## src/rtl/ddmi_pkg.sv

```systemverilog
// ddmi_pkg: shared widths for the DDMI poller result path.
package ddmi_pkg;
  localparam int DDMI_PC_W = 8;
  localparam int DDMI_RES_W = 9;
  localparam int DDMI_AW = 5;
endpackage

```

## src/rtl/ddmi_bank_ram.sv

```systemverilog
// ddmi_bank_ram: simple dual-port RAM, one write port, one registered read port.
module ddmi_bank_ram #(
  parameter int AW = 6,
  parameter int DW = 9
) (
  input  logic          clk,
  input  logic          rst,
  input  logic          we,
  input  logic [AW-1:0] waddr,
  input  logic [DW-1:0] wdata,
  input  logic [AW-1:0] raddr,
  output logic [DW-1:0] rdata
);
  logic [DW-1:0] mem [2**AW];
  always_ff @(posedge clk)
    if (we) mem[waddr] <= wdata;
  always_ff @(posedge clk or posedge rst)
    if (rst) rdata <= '0;
    else rdata <= mem[raddr];
endmodule

```

## src/rtl/ddmi_result_bank.sv

```systemverilog
// ddmi_result_bank: double-buffered capture of poller results, swapped per sweep.
module ddmi_result_bank import ddmi_pkg::*; #(
  parameter int AW = DDMI_AW,
  parameter int STALE_W = 24
) (
  input  logic                  clk,
  input  logic                  rst,
  input  logic [DDMI_PC_W-1:0]  pc,
  input  logic [DDMI_RES_W-1:0] result,
  input  logic                  strobe,
  input  logic                  hold,
  input  logic [AW-1:0]         host_addr,
  output logic [DDMI_RES_W-1:0] host_data,
  output logic                  host_valid,
  output logic [7:0]            sweep_count,
  output logic                  stale,
  output logic                  dropped
);
  logic wsel, seen, swap_pend, accept, boundary, swap, wsel_n;
  logic [AW-1:0] last_idx, idx;
  logic [2**AW-1:0] vld0, vld1, vld0_n, vld1_n;
  logic [STALE_W-1:0] stale_cnt;
  assign idx = pc[AW-1:0];
  assign accept = strobe && ((pc >> AW) == '0);
  assign boundary = accept && seen && (idx <= last_idx);
  assign swap = boundary && !hold;
  assign wsel_n = wsel ^ swap;
  assign stale = &stale_cnt;
  // the new write bank is cleared before this strobe's valid bit lands in it
  always_comb begin
    vld0_n = vld0;
    vld1_n = vld1;
    if (swap && wsel_n) vld1_n = '0;
    if (swap && !wsel_n) vld0_n = '0;
    if (accept && wsel_n) vld1_n[idx] = 1'b1;
    if (accept && !wsel_n) vld0_n[idx] = 1'b1;
  end
  always_ff @(posedge clk or posedge rst)
    if (rst) begin
      wsel <= 1'b0;
      seen <= 1'b0;
      swap_pend <= 1'b0;
      last_idx <= '0;
      vld0 <= '0;
      vld1 <= '0;
      sweep_count <= '0;
      stale_cnt <= '0;
      dropped <= 1'b0;
      host_valid <= 1'b0;
    end else begin
      wsel <= wsel_n;
      seen <= seen | accept;
      swap_pend <= swap ? 1'b0 : (swap_pend | boundary);
      last_idx <= accept ? idx : last_idx;
      vld0 <= vld0_n;
      vld1 <= vld1_n;
      sweep_count <= sweep_count + {7'd0, swap};
      stale_cnt <= strobe ? '0 : (stale ? stale_cnt : stale_cnt + 1'b1);
      dropped <= strobe && !accept;
      host_valid <= wsel_n ? vld0[host_addr] : vld1[host_addr];
    end
  ddmi_bank_ram #(.AW(AW + 1), .DW(DDMI_RES_W)) u_ram (
    .clk   (clk),
    .rst   (rst),
    .we    (accept),
    .waddr ({wsel_n, idx}),
    .wdata (result),
    .raddr ({~wsel_n, host_addr}),
    .rdata (host_data)
  );
endmodule

```

## config.mk

```make
export PLATFORM = sky130hd
export DESIGN_NAME = ddmi_result_bank
export DESIGN_NICKNAME = d
export VERILOG_FILES = /design/src/rtl/ddmi_pkg.sv /design/src/rtl/ddmi_bank_ram.sv /design/src/rtl/ddmi_result_bank.sv
export SDC_FILE = /design/constraint.sdc
export NUM_CORES = 1
export LEC_CHECK = 0
export CAP_MARGIN = 20
export CORE_ASPECT_RATIO = 1.5
export CORE_MARGIN = 2
export CORE_UTILIZATION = 46
export DETAILED_ROUTE_END_ITERATION = 6
export GPL_ROUTABILITY_DRIVEN = 1
export SYNTH_ARGS = -nofsm -noshare
export SYNTH_HDL_FRONTEND = slang
export SYNTH_SLANG_ARGS = --single-unit
```

## constraint.sdc

```tcl
create_clock -name clk -period 4.7 [get_ports clk]
set_clock_uncertainty 0.1 [all_clocks]
set_input_delay 1.41 -clock clk [delete_from_list [all_inputs] [get_ports clk]]
set_output_delay 1.41 -clock clk [all_outputs]
set_load 0.02 [all_outputs]
```

; After elaboration in Yosys (flattened, before gate mapping)
; Memories as Yosys holds them, arrays and structs flattened. A register that Yosys moved wholly into a read port is not among the register bits.
; Cells that the tools add are included.
[word_totals]
regBits = 105
ram_bits = 576
input_bits = 26
out_inout_bits = 20
wordCells = 52
mem_count = 1
[op_classes]
addsub = 2
order_cmp = 4
n_eq_ne = 1
muxes = 15
bitwise = 5
reduce_logical = 15
[memory_table]
columns = memory, words, word_bits, rd, rd_clocked_by_memory_dff, write_ports, line
row1 = u_ram.mem, 64, 9, 1, 1, 1, ddmi_bank_ram.sv:14  ; logic [DW-1:0] mem [2**AW];
[op_table]
columns = cell, count
row1 = two-way mux 32 bit, 4
row2 = bitwise OR 32 bit, 2
row3 = two-way mux 24 bit, 2
row4 = adder 24 x 1 -> 24 bit (second input constant), 1
row5 = AND reduction 24 bit, 1
row6 = < comparator 5 x 6 -> 1 bit (second input constant), 2
row7 = binary-select mux 1 bit (select 5 bit), 2
row8 = logical AND 1 bit, 10
row9 = adder 8 x 1 -> 8 bit, 1
row10 = logical NOT 8 bit, 1
row11 = two-way mux 1 bit, 6
row12 = demux 1 bit (select 5 bit), 1
row13 = >= comparator 5 x 1 -> 1 bit (second input constant), 1
row14 = less-or-equal comparator 5 bit, 1
row15 = logical NOT 1 bit, 3
row16 = != test 2 bit (second input constant), 1
row17 = NOT 1 bit, 1
row18 = bitwise OR 1 bit, 1
row19 = bitwise XOR 1 bit, 1

; Depth between registers and ports, before layout
[logic_depth]
ltp_word = 11
depth_mapped = 16
ltp_nobuf = 13

; By module
; Synthesis repeated with hierarchy kept, for this count alone.
[unflattened]
cells_unflattened = 1558
area_unflattened_um2 = 27824.2
[by_module_without_submodules]
columns = module, n_inst, cells_each, area_per_inst_um2
row1 = ddmi_bank_ram, 1, 1066, 22764.3
row2 = ddmi_result_bank, 1, 492, 5059.9

; Least setup slack after synthesis
; Ideal clock, no wire load.
[synth_timing]
path_kind = in2reg
start = input port pc[0]
end = memory u_ram.mem[16][0] (enable)
arrival_time_ps = 4109
slack_ps = 117
cell_stages = 15
n_path_buf = 3
path_cell_list = clkbuf_1 inv_1 ha_1 nor2b_1 o21a_1 o21a_1 o21a_1 o22ai_1 and4b_1 ha_1 inv_1 or3_1 clkbuf_1 clkbuf_1 nor2_1
[synth_via]
elab_chain_cells = 4
[synth_rtl]
columns = element, line
row1 = "start, declared", ddmi_result_bank.sv:8  ; input logic [DDMI_PC_W-1:0] pc,
row2 = less-or-equal comparator 5 bit, ddmi_result_bank.sv:25  ; assign boundary = accept && seen && (idx <= last_idx);
row3 = logical AND 1 bit, ddmi_result_bank.sv:25
row4 = logical AND 1 bit, ddmi_result_bank.sv:26  ; assign swap = boundary && !hold;
row5 = bitwise XOR 1 bit, ddmi_result_bank.sv:27  ; assign wsel_n = wsel ^ swap;
row6 = net wsel_n, ddmi_result_bank.sv:19  ; logic wsel, seen, swap_pend, accept, boundary, swap, wsel_n;
row7 = "end, declared", ddmi_bank_ram.sv:14
; The timed path passes the listed nets, and every way through them passes these cells.

; Worst setup path in the final report
[layout_timing]
start = input port pc[1]
end = memory u_ram.mem[13][1] (enable)
[layout_via]
elab_chain_cells = 4
[layout_rtl]
columns = element, line
row1 = less-or-equal comparator 5 bit, ddmi_result_bank.sv:25
row2 = logical AND 1 bit, ddmi_result_bank.sv:25
row3 = logical AND 1 bit, ddmi_result_bank.sv:26
row4 = bitwise XOR 1 bit, ddmi_result_bank.sv:27
; Parallel ways exist; a longest one is shown, timed or not.

==> key figures <==
Setup path
  – Crit Reg-Reg Endpoint: u_ram.mem[13][1]
  – Setup crit end kind: flop
  – Worst Setup Start Kind: primary input
  – Worst Path Arrival: 4.51 ns
  – Crit path kind: primary input to flop
  – Critical path fanouts, max: 9
  – WP data required: 4.84 ns
  – Crit Reg-Reg Startpoint: last_idx[1]
  – Setup slack, reg-to-reg: 1.22 ns
  – Reg2Reg Depth: 12

Synthesis
  – Syn Nets: 1,517
  – Asr flop ratio synth: 16.5%
  – Synth Flop Type: edfxtp_1
  – Post-synth top area cell: edfxtp_1
  – Most frequent cell after synthesis: edfxtp_1
  – Yosys cell types: 47
  – Number of synthesized flops with an enable pin: 576
  – Syn Area/Cell: 18.5 sq um
  – Commonest cells in the synthesized netlist: 576 x edfxtp_1, 154 x mux4_2, 114 x dfrtp_1
  – Post-synth top area share: 63.2%
  – Synthesis Warnings: 0
  – Seq cells post-synth: 690
  – Synth Instances: 1,480
  – Cell area after synthesis: 0.0274 sq mm
  – Sequential area share after synthesis: 73.6%
  – Synth top area cells: edfxtp_1 63%, mux4_2 13%, dfrtp_1 10%

Route
  – DRT Pass-1 Iters: 5
  – Wirelength per Cell: 27.2 um
  – Routed vias: 14,220
  – DRC viols: 0
  – Vias/cell: 5.76
  – Final ANT Viol Nets: 0
  – Routed WL: 67,000 um
  – First-iteration detailed-routing DRC count: 996

Placement
  – Port Buffer Count: 45
  – Dpl ws: -0.312 ns
  – GP Congestion: 0.816
  – Placed wire-length estimate: 44,400 um
  – Placed cells: 2,353

STA
  – Fin crit period: 4.36 ns
  – Max-slew violations: 0
  – RSZ-0062 raised after global routing: no
  – Slew HR: 25.4%
  – Max Clock Freq: 229 MHz
  – Post-route setup slack: 0.335 ns
  – Crit share post-route: 92.9%
  – Worst-Margin Slew: 1.12 ns
  – Final setup viols: 0
  – Count of final hold-check violations: 0

Die
  – Die ar.: 0.0615 sq mm
  – Number of placement rows: 109
  – Chip width: 203 um
  – Ports: 46
  – Initial core utilization: 46.4%
  – Die height: 303 um
  – Core Box Area: 0.0589 sq mm

Flow run
  – Maxcap violations: 0

Worst hold path
  – Min-Delay Endpoint: sweep_count[7]
  – HP Class: flop to flop
  – WHS Path Cells: 1
  – Worst hold start: sweep_count[7]

Clock tree
  – TritonCTS clock tree: done
  – Num CTS Buffers: 61
  – Cts-stage hold buffer count: 0
  – Cts repair resizes: 0
  – CTS Sinks: 690
  – Clk slew on worst S/H paths: 0.06 ns
  – Setup Fix Bufs, Post-CTS: 0
  – H-Tree Depth: 2
  – Max Buffers Root-to-Sink: 3
  – Clk_lat worst skew: 0.62 ns
  – CTS root buffer: clkbuf_16

Finish
  – Final net count: 1,676
  – # diodes: 0
  – Area Growth Syn to Fin: 15.0%
  – Layout cells sized above 1: 25.1%
  – Final std cells w/o fill: 2,468

GRT
  – Initial antenna violation count: 0
  – Vias in the first global route: 14,990
  – Final global-route overflow total: 0
  – Aggregate global-route resource usage: 22.3%
  – Largest net degree at the start of global routing: 61
  – Global-route wire length before repair: 99,500 um

Run status
  – Status: complete, no violations

Power
  – Maximum vdd drop: 0.262 mV
  – Leakage dissipation: 10.9 nW
  – Pwr Density: 433 mW/mm^2
-- critical path: stages --
cell and delay [ns]:
clkdlybuf4s50_1 0.43, ha_1 0.31, nor2b_1 0.14, o21a_1 0.16
o21a_1 0.16, o21a_1 0.16, o22ai_1 0.11, and4b_1 0.36
ha_1 0.25, nand3_1 0.14, buf_12 0.17, nor2_1 0.69
-- how the worst max path moves through the flow --
stage	depth (start not counted)	start	slack, ns	to
floorplan	15	pc[0]	0.12	u_ram.mem[16][0]
global placement	12	pc[1]	-0.26	u_ram.mem[13][6]
detailed placement	12	pc[1]	-0.31	u_ram.mem[13][4]
CTS	12	pc[1]	0.33	u_ram.mem[13][1]
global route	12	pc[1]	0.13	u_ram.mem[2][0]
finish	12	pc[1]	0.34	u_ram.mem[13][1]
-- kinds of logic after synthesis --
| group | Yosys count | synth area share (%) |
|---|---|---|
| buffers and inverters | 164 | 2.66 |
| multiplexers | 193 | 14.1 |
| AO/OA/AOI/OAI | 181 | 4.38 |
| AND/OR/NAND/NOR | 212 | 3.76 |
| adder cells (fa/ha/maj) | 11 | 0.503 |
| flip-flops | 690 | 73.6 |
| XOR/XNOR | 29 | 0.928 |
-- report_power, final --
part           leakage, nW  internal [mW]  total [mW]  switching (mW)
Sequential            6.49           6.92        7.10           0.181
Combinational         3.35          0.607        1.38           0.769
Clock                 1.01           2.89        5.14            2.25
-- layout make-up --
type,instances,area (sq um)
fill,4704,27400
sequential,690,20100
multi-input combinational,626,6490
clock buffer,75,1650
timing repair buffer,188,1540
tap,777,972
clock inverter,40,405
inverter,72,273
-- stage by stage --
stage	hold WS (ns)	cell area, sq um	util (%)	setup TNS [ns]	power, mW
2_1_floorplan	0.326	27400	-	0	7.98
3_3_place_gp	0.354	29400	49.9	-86.01	8.57
3_5_place_dp	0.366	29400	49.9	-96.08	8.61
4_1_cts	0.382	31500	53.4	0	13.7
5_1_grt	0.400	31500	53.4	0	14.1
6_report	0.375	31500	53.4	0	13.6
-- flip-flops by register name (all words and copies together), names as in the netlist --
name         count
host_valid       1
stale_cnt       24
sweep_count      8
vld1            32
dropped          1
vld0            32
u_ram.mem      576
seen             1
last_idx         5
u_ram.rdata      9
wsel             1
-- cell usage in the layout, fill, tap and decap left out, types with 9 or more instances in the layout --
| master | n |
|---|---|
| a211oi_1 | 10 |
| a21oi_1 | 26 |
| buf_2 | 10 |
| buf_4 | 139 |
| clkbuf_1 | 9 |
| clkbuf_16 | 63 |
| clkdlybuf4s50_1 | 32 |
| clkinv_1 | 9 |
| clkinv_2 | 13 |
| dfrtp_1 | 114 |
| edfxtp_1 | 576 |
| ha_1 | 11 |
| inv_1 | 71 |
| mux2i_1 | 32 |
| mux4_2 | 154 |
| nand2_1 | 24 |
| nand3_1 | 28 |
| nand4_1 | 9 |
| nor2_1 | 101 |
| nor2b_1 | 15 |
| o21a_1 | 9 |
| o21ai_0 | 11 |
| o221ai_1 | 18 |
| o22ai_1 | 87 |
| xnor2_1 | 12 |
| xor2_1 | 17 |
-- layer usage --
metal  share of wire, %  vias up  global-route usage [%]
li1                   -     6203                       -
met1                 38     7485                    27.4
met2                 53      402                    40.1
met3                4.6      130                    2.99
met4                4.2        0                    8.95
met5                  0        -                       0
(Power assumes the default switching activity.)
